[src/rtl/regfile_mp_pkg.sv]
// -----------------------------------------------------------------------------
// regfile_mp_pkg
// Shared definitions for the multi-port register file:
//   - default DATA_WIDTH / ADDR_WIDTH
//   - INIT/RUN state encoding
//   - index of the hard-wired zero register (x0)
// Optional feature macro used by the design: REGFILE_BYPASS_EN
// -----------------------------------------------------------------------------
package regfile_mp_pkg;

    localparam int DATA_WIDTH_DEF = 32;
    localparam int ADDR_WIDTH_DEF = 5;
    localparam int ZERO_REG       = 0;

    // INIT: post-reset zeroing sweep; RUN: normal operation
    typedef enum logic {
        ST_INIT = 1'b0,
        ST_RUN  = 1'b1
    } rf_state_e;

endpackage

[src/rtl/regfile_mp_if.sv]
// -----------------------------------------------------------------------------
// regfile_mp_if
// Bus between decode/issue + write-back (master) and the register file (slave).
//   raddr     NUM_READ packed read addresses (port i at [i*ADDR_WIDTH +: ADDR_WIDTH])
//   rdata     NUM_READ packed read data
//   rbusy     scoreboard busy bit per read port
//   we0/1, waddr0/1, wdata0/1   two write-back lanes (lane 1 wins on collision)
//   rsv_en, rsv_addr            mark a destination register as pending
//   ready     status level, high once the zeroing sweep is done
//
// Handshake: there is no valid/ready transfer protocol on this bus. Reads are
// combinational and always valid; writes/reserves are accepted on every rising
// edge while ready is high and silently ignored while ready is low.
// -----------------------------------------------------------------------------
interface regfile_mp_if #(
    parameter int DATA_WIDTH = regfile_mp_pkg::DATA_WIDTH_DEF,
    parameter int ADDR_WIDTH = regfile_mp_pkg::ADDR_WIDTH_DEF,
    parameter int NUM_READ   = 2
) ();

    logic [NUM_READ*ADDR_WIDTH-1:0] raddr;
    logic [NUM_READ*DATA_WIDTH-1:0] rdata;
    logic [NUM_READ-1:0]            rbusy;
    logic                           we0;
    logic                           we1;
    logic [ADDR_WIDTH-1:0]          waddr0;
    logic [ADDR_WIDTH-1:0]          waddr1;
    logic [DATA_WIDTH-1:0]          wdata0;
    logic [DATA_WIDTH-1:0]          wdata1;
    logic                           rsv_en;
    logic [ADDR_WIDTH-1:0]          rsv_addr;
    logic                           ready;

    modport master (
        output raddr, we0, we1, waddr0, waddr1, wdata0, wdata1, rsv_en, rsv_addr,
        input  rdata, rbusy, ready
    );

    modport slave (
        input  raddr, we0, we1, waddr0, waddr1, wdata0, wdata1, rsv_en, rsv_addr,
        output rdata, rbusy, ready
    );

endinterface

[src/rtl/regfile_read_port.sv]
// -----------------------------------------------------------------------------
// regfile_read_port
// One combinational read port: x0 masking, busy lookup and (optionally) the
// write-through bypass from the two write-back lanes.
//   run        high in RUN; outputs are forced to 0 otherwise
//   raddr      register index for this port
//   arr_word   array contents at raddr (looked up by the parent)
//   busy_vec   registered scoreboard bits
//   we*/waddr*/wdata*  write-back lanes, used only for the bypass
//   rdata, rbusy       port outputs
// Macro REGFILE_BYPASS_EN: when defined, a read hitting an active write lane
// returns that lane's data (lane 1 over lane 0) and reports not-busy.
// -----------------------------------------------------------------------------
module regfile_read_port
    import regfile_mp_pkg::*;
#(
    parameter int DATA_WIDTH = DATA_WIDTH_DEF,
    parameter int ADDR_WIDTH = ADDR_WIDTH_DEF,
    parameter int DEPTH      = 1 << ADDR_WIDTH
) (
    input  logic                  run,
    input  logic [ADDR_WIDTH-1:0] raddr,
    input  logic [DATA_WIDTH-1:0] arr_word,
    input  logic [DEPTH-1:0]      busy_vec,
    input  logic                  we0,
    input  logic [ADDR_WIDTH-1:0] waddr0,
    input  logic [DATA_WIDTH-1:0] wdata0,
    input  logic                  we1,
    input  logic [ADDR_WIDTH-1:0] waddr1,
    input  logic [DATA_WIDTH-1:0] wdata1,
    output logic [DATA_WIDTH-1:0] rdata,
    output logic                  rbusy
);

    always_comb begin
        rdata = '0;
        rbusy = 1'b0;
        if (run && (raddr != ADDR_WIDTH'(ZERO_REG))) begin
            rdata = arr_word;
            rbusy = busy_vec[raddr];
`ifdef REGFILE_BYPASS_EN
            // The same-cycle write-back resolves the hazard, so busy drops too.
            if (we1 && (waddr1 == raddr)) begin
                rdata = wdata1;
                rbusy = 1'b0;
            end else if (we0 && (waddr0 == raddr)) begin
                rdata = wdata0;
                rbusy = 1'b0;
            end
`endif
        end
    end

`ifndef REGFILE_BYPASS_EN
    // Lane inputs only feed the bypass; sink them when it is compiled out.
    logic unused_lanes;
    assign unused_lanes = ^{we0, waddr0, wdata0, we1, waddr1, wdata1};
`endif

endmodule

[src/rtl/regfile_mp.sv]
// -----------------------------------------------------------------------------
// regfile_mp
// Multi-port integer register file for the RV32I core: NUM_READ combinational
// read ports, two prioritised write-back lanes, per-register busy scoreboard,
// and a post-reset sweep that zeroes the array one entry per cycle.
//   clk        core clock, rising edge
//   rst_n      asynchronous active-low reset
//   bus        regfile_mp_if slave modport (reads, writes, reserve, ready)
//   dbg_state  current INIT/RUN state
// Macro REGFILE_BYPASS_EN (see regfile_read_port): enables write-through reads.
// -----------------------------------------------------------------------------
module regfile_mp
    import regfile_mp_pkg::*;
#(
    parameter int DATA_WIDTH = DATA_WIDTH_DEF,
    parameter int ADDR_WIDTH = ADDR_WIDTH_DEF,
    parameter int NUM_READ   = 2
) (
    input  logic          clk,
    input  logic          rst_n,
    regfile_mp_if.slave   bus,
    output rf_state_e     dbg_state
);

    localparam int DEPTH = 1 << ADDR_WIDTH;

    rf_state_e             state_q, state_d;
    logic [ADDR_WIDTH-1:0] cnt_q, cnt_d;
    logic [DEPTH-1:0]      busy_q, busy_d;
    logic                  ready_q, ready_d;
    logic [DATA_WIDTH-1:0] mem_q [DEPTH];

    logic run;
    logic wr0_en;
    logic wr1_en;

    assign run    = (state_q == ST_RUN);
    assign wr0_en = run && bus.we0 && (bus.waddr0 != ADDR_WIDTH'(ZERO_REG));
    assign wr1_en = run && bus.we1 && (bus.waddr1 != ADDR_WIDTH'(ZERO_REG));

    // Next-state / scoreboard logic
    always_comb begin
        state_d = state_q;
        cnt_d   = cnt_q;
        busy_d  = busy_q;
        case (state_q)
            ST_INIT: begin
                cnt_d = cnt_q + 1'b1;
                if (cnt_q == ADDR_WIDTH'(DEPTH - 1)) begin
                    state_d = ST_RUN;
                end
            end
            ST_RUN: begin
                for (int a = 0; a < DEPTH; a++) begin
                    // A reserve is the newer producer, so it beats a clear.
                    if (bus.rsv_en && (bus.rsv_addr == ADDR_WIDTH'(a))) begin
                        busy_d[a] = 1'b1;
                    end else if ((bus.we0 && (bus.waddr0 == ADDR_WIDTH'(a))) ||
                                 (bus.we1 && (bus.waddr1 == ADDR_WIDTH'(a)))) begin
                        busy_d[a] = 1'b0;
                    end
                end
            end
            default: begin
                state_d = ST_INIT;
                cnt_d   = '0;
            end
        endcase
        busy_d[ZERO_REG] = 1'b0;
        // Registered alongside state so ready rises on the edge that ends the sweep.
        ready_d = (state_d == ST_RUN);
    end

    always_ff @(posedge clk or negedge rst_n) begin
        if (!rst_n) begin
            state_q <= ST_INIT;
            cnt_q   <= '0;
            busy_q  <= '0;
            ready_q <= 1'b0;
        end else begin
            state_q <= state_d;
            cnt_q   <= cnt_d;
            busy_q  <= busy_d;
            ready_q <= ready_d;
        end
    end

    // Array storage is not reset; the INIT sweep zeroes it. Lane 1 is written
    // last so it wins when both lanes target the same register.
    always_ff @(posedge clk) begin
        if (!run) begin
            mem_q[cnt_q] <= '0;
        end
        if (wr0_en) begin
            mem_q[bus.waddr0] <= bus.wdata0;
        end
        if (wr1_en) begin
            mem_q[bus.waddr1] <= bus.wdata1;
        end
    end

    for (genvar i = 0; i < NUM_READ; i++) begin : g_rd
        logic [ADDR_WIDTH-1:0] port_addr;
        logic [DATA_WIDTH-1:0] port_word;
        logic [DATA_WIDTH-1:0] port_data;
        logic                  port_busy;

        assign port_addr = bus.raddr[i*ADDR_WIDTH +: ADDR_WIDTH];
        assign port_word = mem_q[port_addr];

        regfile_read_port #(
            .DATA_WIDTH (DATA_WIDTH),
            .ADDR_WIDTH (ADDR_WIDTH),
            .DEPTH      (DEPTH)
        ) u_rd (
            .run      (run),
            .raddr    (port_addr),
            .arr_word (port_word),
            .busy_vec (busy_q),
            .we0      (bus.we0),
            .waddr0   (bus.waddr0),
            .wdata0   (bus.wdata0),
            .we1      (bus.we1),
            .waddr1   (bus.waddr1),
            .wdata1   (bus.wdata1),
            .rdata    (port_data),
            .rbusy    (port_busy)
        );

        assign bus.rdata[i*DATA_WIDTH +: DATA_WIDTH] = port_data;
        assign bus.rbusy[i]                          = port_busy;
    end

    assign bus.ready = ready_q;
    assign dbg_state = state_q;

endmodule

[src/flat_wrapper.sv]
// flat-port wrapper written by rule: the top's interface ports become plain ports
module regfile_mp_flat import regfile_mp_pkg::*;
#(
    parameter int DATA_WIDTH = DATA_WIDTH_DEF,
    parameter int ADDR_WIDTH = ADDR_WIDTH_DEF,
    parameter int NUM_READ   = 2
)
  (clk, rst_n, dbg_state, bus_raddr, bus_we0, bus_we1, bus_waddr0, bus_waddr1, bus_wdata0, bus_wdata1, bus_rsv_en, bus_rsv_addr, bus_rdata, bus_rbusy, bus_ready);
  regfile_mp_if #(.DATA_WIDTH(DATA_WIDTH), .ADDR_WIDTH(ADDR_WIDTH), .NUM_READ(NUM_READ)) bus_i ();
  input  logic clk;
  input  logic rst_n;
  output rf_state_e dbg_state;
  input wire logic [$bits(bus_i.raddr)-1:0] bus_raddr;
  input wire logic [$bits(bus_i.we0)-1:0] bus_we0;
  input wire logic [$bits(bus_i.we1)-1:0] bus_we1;
  input wire logic [$bits(bus_i.waddr0)-1:0] bus_waddr0;
  input wire logic [$bits(bus_i.waddr1)-1:0] bus_waddr1;
  input wire logic [$bits(bus_i.wdata0)-1:0] bus_wdata0;
  input wire logic [$bits(bus_i.wdata1)-1:0] bus_wdata1;
  input wire logic [$bits(bus_i.rsv_en)-1:0] bus_rsv_en;
  input wire logic [$bits(bus_i.rsv_addr)-1:0] bus_rsv_addr;
  output wire logic [$bits(bus_i.rdata)-1:0] bus_rdata;
  output wire logic [$bits(bus_i.rbusy)-1:0] bus_rbusy;
  output wire logic [$bits(bus_i.ready)-1:0] bus_ready;
  assign bus_i.raddr = bus_raddr;
  assign bus_i.we0 = bus_we0;
  assign bus_i.we1 = bus_we1;
  assign bus_i.waddr0 = bus_waddr0;
  assign bus_i.waddr1 = bus_waddr1;
  assign bus_i.wdata0 = bus_wdata0;
  assign bus_i.wdata1 = bus_wdata1;
  assign bus_i.rsv_en = bus_rsv_en;
  assign bus_i.rsv_addr = bus_rsv_addr;
  assign bus_rdata = bus_i.rdata;
  assign bus_rbusy = bus_i.rbusy;
  assign bus_ready = bus_i.ready;
  regfile_mp #(.DATA_WIDTH(DATA_WIDTH), .ADDR_WIDTH(ADDR_WIDTH), .NUM_READ(NUM_READ)) u_core (.clk(clk), .rst_n(rst_n), .bus(bus_i), .dbg_state(dbg_state));
endmodule
[config.mk]
export PLATFORM = sky130hd
export DESIGN_NAME = regfile_mp_flat
export DESIGN_NICKNAME = d
export VERILOG_FILES = /design/src/rtl/regfile_mp_pkg.sv /design/src/rtl/regfile_mp_if.sv /design/src/rtl/regfile_read_port.sv /design/src/rtl/regfile_mp.sv /design/src/flat_wrapper.sv
export SDC_FILE = /design/constraint.sdc
export NUM_CORES = 2
export LEC_CHECK = 0
export ABC_AREA = 1
export CORE_UTILIZATION = 30
export CTS_BUF_LIST = sky130_fd_sc_hd__clkbuf_4
export DETAILED_ROUTE_END_ITERATION = 8
export SLEW_MARGIN = 20
export SYNTH_ARGS = -nofsm -noshare
export SYNTH_HDL_FRONTEND = slang
export SYNTH_SLANG_ARGS = --single-unit
[constraint.sdc]
create_clock -name clk -period 3.4 [get_ports clk]
set_input_delay 0.68 -clock clk [delete_from_list [all_inputs] [get_ports clk]]
set_output_delay 0.68 -clock clk [all_outputs]
set_load 0.05 [all_outputs]
-- Word level (Yosys, flattened, before mapping)
Memory sizes are Yosys's and may differ from the RTL's.
Cells that the tools add are included.
- add/subtract/negate cells: 1
- magnitude comparators: 2
- equal/unequal tests: 94
- mux-type cells: 80
- reduce and logical (&&, ||, !) cells: 197
- operators with widths (cell ; count):
    == test 5 bit, second input constant ; 49
    == test 5 x 4 -> 1 bit, second input constant ; 24
    logical AND 1 bit ; 99
    2-to-1 mux 32 bit ; 3
    2-to-1 mux 1 bit ; 74
    AND reduction 2 bit ; 31
    nonzero test 2 bit ; 31
    == test 5 x 3 -> 1 bit, second input constant ; 12
    OR reduction 32 bit ; 1
    logical OR 1 bit ; 31
    == test 5 x 2 -> 1 bit, second input constant ; 6
    nonzero test 5 bit ; 4
    == test 5 x 1 -> 1 bit, second input constant ; 3
    less-than comparator 5 x 6 -> 1 bit, second input constant ; 2
    binary-select mux 1 bit (select 5 bit) ; 2
    adder 5 x 1 -> 5 bit, second input constant ; 1
    2-to-1 mux 5 bit ; 1
- flip-flop bits (word level): 37
- RAM bits: 1024
- input port bits: 94
- output and inout bits: 68
- word-level logic and storage cells: 408
- memories: 1
- memory list (name ; words ; width ; rd ports ; clocked after memory_dff ; wr ports ; line ; source):
    u_core.mem_q ; 32 ; 32 ; 2 ; 0 ; 2 ; regfile_mp.sv:31 ; logic [DATA_WIDTH-1:0] mem_q [DEPTH];

-- Depth between registers and ports, before layout
- depth after elaboration: 6
- depth in mapped cells: 14
- depth with buffers taken out: 11

-- Modules after synthesis
From an unflattened synthesis, not the netlist that was laid out.
- cell total of the unflattened synthesis: 9090
- area, all modules: 66032.1 sq um
- modules (own cells, without submodules) (module ; instances ; cells an instance ; area an instance (sq um) ; seq. area each (sq um)):
    regfile_mp ; 1 ; 8790 ; 64643.2 ; 31675.4
    regfile_read_port ; 2 ; 150 ; 694.4 ; 0.0

-- Least setup slack after synthesis
OpenSTA, ideal clock, no wires.
- path type: in2out
- start: in bus_raddr[7]
- end: out bus_rdata[56]
- arrival time: 2.462 ns
- data required time: 2.720 ns
- path slack: 0.258 ns
- cell stages on the path: 10
- buffers on the path: 3
- cells stage by stage: buf_2 -> inv_1 -> nand2_1 -> inv_2 -> buf_2 -> buf_2 -> nand2_1 -> nand3_1 -> nand3_1 -> a21oi_1
- longest elaborated chain between the ends: 3
- elaborated cells on any way between the ends: 4
- classes of those cells: mux (1); reduce/logical (2); memory (1)
- ends and longest elaborated chain (item ; line ; source):
    from (decl) ; flat_wrapper.sv:13 ; input wire logic [$bits(bus_i.raddr)-1:0] bus_raddr;
    parallel branches: the longest is 2 deep, another holds memory (32 x 32 bit) ; - ;
    2-to-1 mux 32 bit (*) ; regfile_read_port.sv:38 ; if (run && (raddr != ADDR_WIDTH'(ZERO_REG))) begin
    to (decl) ; flat_wrapper.sv:22 ; output wire logic [$bits(bus_i.rdata)-1:0] bus_rdata;
Every way passes the cells marked *.

==> flow_summary_export.csv <==
group,metric,value,unit
clock_network,clk_latency,1.37,ns
place,place_congestion,0.939,
yosys,ys_ff_latch,1061,
timing,hold_violations,0,
yosys,synth_edf_count,1024,
timing,period_minus_slack,3.53,ns
yosys,synthFlopType,"edfxtp_1",
worst_hold_path,hold_path_class,"in2async",
timing,fmax,0.283,GHz
routing,dr.pass1.iters,9,
yosys,yosysSeqAreaShare,47.8,%
clock_network,cts_made_buffers,316,
place,dp_hpwl,192000,µm
worst_setup_path,r2r-start,"u_core.dbg_state",
power,ir_worst_vdd,0.000301,V
floorplanning,num_io_pins,162,
power,p_per_area,411,nW/µm²
power,power.total,32.9,mW
power,leakage,32.9,nW
run_status,status,"finished, violations left",
routing,wl,311000,µm
timing,finalClockSkew,0.112,ns
global_route,grtUsageTotal,26.9,%
timing,setup-tns-final,-1.16,ns
clock_network,clock_tree.buffer_depth,4,
worst_setup_path,end_kind,"output pin",
yosys,ys_warn_count,0,
global_route,grt-ovfl-total,0,
clock_network,clk_pin_slew,0.07,ns
floorplanning,row_count,172,
global_route,first_global_vias,62900,
clock_network,cts_sinks,1061,
cells_and_area,fin_cells,12100,
floorplanning,die_w,472,µm
run_status,violations,"design-rule violations, negative setup slack",
yosys,synthArstFlopShare,3.49,%
cells_and_area,drive_above_1_share,15.7,%
cells_and_area,fillers,22400,
cells_and_area,final_area,80000,µm²
yosys,syn_nets,9062,
cells_and_area,multi_input_area,31500,µm²
place,portBuffers,161,
routing,wl_per_cell,25.7,µm
timing,worst_pin_slew,0.934,ns
worst_setup_path,worst-setup-path-type,"reg2out",
timing,rsz0062_at_grt,"yes",
clock_network,clockRootBuffer,"clkbuf_4",
timing,slew-limit-headroom,37.8,%
worst_setup_path,setup.worst_path.start_class,"flop",
clock_network,cts_tree,"yes",
flow_run,maxCapViolations,0,
global_route,grt_pass1_wl,440000,µm
cells_and_area,seq_area,31700,µm²
floorplanning,core,220000,µm²
routing,drt_iter0_markers,11300,
place,placed_cells,11600,
floorplanning,start_util,30.2,%
yosys,netlist_instances,8966,
routing,via_per_inst,5.63,
yosys,synth_cell_types,41,
timing,setup_viol,37,
timing,worst_slack,-0.131,ns
routing,vias,68300,
worst_setup_path,cp-startpoint,"u_core.mem_q[29][19]",
cells_and_area,fin_nets,9152,
yosys,synth_area,66200,µm²
clock_network,cts_max_level,5,
worst_setup_path,cp.required,2.72,ns
floorplanning,die_y,472,µm
routing,antenna_left,0,
worst_setup_path,crit_fanout,2,
global_route,grt_antenna_before_repair,4,
cells_and_area,area_growth,20.8,%
floorplanning,dieArea,223000,µm²
global_route,grt_max_degree,96,
place,placed_area,73800,µm²
worst_setup_path,arrival,2.85,ns
timing,slew_violations,0,
yosys,syn_area_per_cell,7.39,µm²
timing,finalCritPeriodShare,104,%
timing,holdWs,0.0752,ns
routing,drc,2,
-- what timing repair did --
action | in CTS | in global routing
gates resized for setup | 350 | 204
endpoints found under the hold margin | 37 | 0
pin swaps | 121 | 143
setup endpoints to repair | 68 | 64
gates cloned | 1 | 4
buffers inserted | 15 | 16
hold buffers | 2 | 0
-- critical path, cell delays in order (launching register included) --
cell and delay, ns:
edfxtp_1 0.37, nand2_1 0.08, nand3_1 0.12, o21ai_1 0.07, nor2_1 0.11, nor2_1 0.05
buf_4 0.14, nor2_4 0.26, buf_6 0.17, buf_12 0.13
-- state kept, by name (all words and copies together) (netlist names) --
| name | count |
|---|---|
| u_core.mem_q | 1024 |
| u_core.busy_q | 31 |
| u_core.cnt_q | 5 |
| u_core.dbg_state | 1 |
-- power breakdown --
part	total [mW]	switching (mW)	internal [mW]
Clock	12.5	6.13	6.34
Sequential	14.5	0.0605	14.5
Combinational	5.88	4.02	1.86
Total	32.9	10.2	22.7
-- cells in the mapped netlist, types with 2 or more instances --
| cell | n | area share [%] |
|---|---|---|
| a21oi_1 | 284 | 2.1 |
| a32o_1 | 5 | 0.076 |
| buf_1 | 121 | 0.69 |
| buf_12 | 3 | 0.091 |
| buf_2 | 255 | 1.9 |
| buf_4 | 18 | 0.20 |
| buf_6 | 90 | 1.5 |
| clkbuf_1 | 344 | 1.9 |
| dfrtp_1 | 37 | 1.4 |
| edfxtp_1 | 1024 | 46 |
| ha_1 | 2 | 0.038 |
| inv_1 | 307 | 1.7 |
| inv_2 | 12 | 0.068 |
| nand2_1 | 3868 | 22 |
| nand2_2 | 3 | 0.028 |
| nand3_1 | 884 | 6.7 |
| nand4_1 | 24 | 0.23 |
| nor2_1 | 393 | 2.2 |
| nor2_2 | 6 | 0.057 |
| nor2_4 | 5 | 0.085 |
| nor2_8 | 30 | 0.91 |
| nor3_1 | 5 | 0.038 |
| o211ai_1 | 15 | 0.17 |
| o21ai_0 | 325 | 2.5 |
| o21ai_1 | 886 | 6.7 |
| o21ai_2 | 2 | 0.026 |
| o22ai_1 | 3 | 0.028 |
| xor2_1 | 2 | 0.026 |
-- cell usage in the layout (no fill, tap or decap), types with 58 or more instances in the layout --
master,instances
clkdlybuf4s50_1,82
a21oi_1,225
buf_12,252
nand2_2,72
nand2_1,3749
edfxtp_1,1024
nor2_1,313
o21ai_1,906
nor2_4,58
inv_1,294
nand3_2,91
nand3_1,765
o21ai_0,299
clkbuf_4,451
buf_4,219
-- cell families (layout without fill, tap and decap cells) --
family                     Yosys count  in the layout  share of synthesized area (%)
and+or+nand+nor                   5221           5221                           32.2
AOI/OAI and AO/OA                 1527           1527                           11.7
buffers and inverters             1152           1441                           8.21
DFF                               1061           1061                           47.8
xor gates and xnor gates             3              3                         0.0397
adders and majority gates            2              2                         0.0378
other                                0             12                              0
-- stage by stage --
stage / utilization, % / setup slack [ns]
detailed placement: 33.6 / -0.255
global placement: 33.6 / -0.290
finish: 36.5 / -0.131
floorplan: - / 0.258
global route: 36.4 / -0.210
CTS: 36.0 / -0.145
-- cell type report --
class,count,share of cell area (%)
Multi-Input combinational cell,6753,39.4
Tap cell,2871,4.49
Sequential cell,1061,39.6
Antenna cell,12,0.0375
Clock inverter,66,0.457
Inverter,320,1.54
Timing Repair Buffer,604,10.2
Clock buffer,451,4.23
-- path summary, 6_finish.rpt --
kind | end | slack (ns) | depth (start not counted)
min reg2reg | u_core.busy_q[10] | 0.51 | 2
max in group asynchronous | u_core.busy_q[30] | 2.33 | 3
max | bus_rdata[19] | -0.13 | 9
min | u_core.cnt_q[0] | 0.08 | 2
max reg2reg | u_core.mem_q[28][7] | 0.27 | 11
min in group clk | u_core.busy_q[30] | 0.17 | 3
-- routing by layer --
layer	vias up	wire, µm	track usage, %
met3	1019	44600	7.73
li1	30000	-	-
met4	0	16500	13.6
met2	5327	133000	40.0
met5	-	0	0
met1	31900	118000	35.4
No activity file was read; power rests on OpenSTA's default activity.
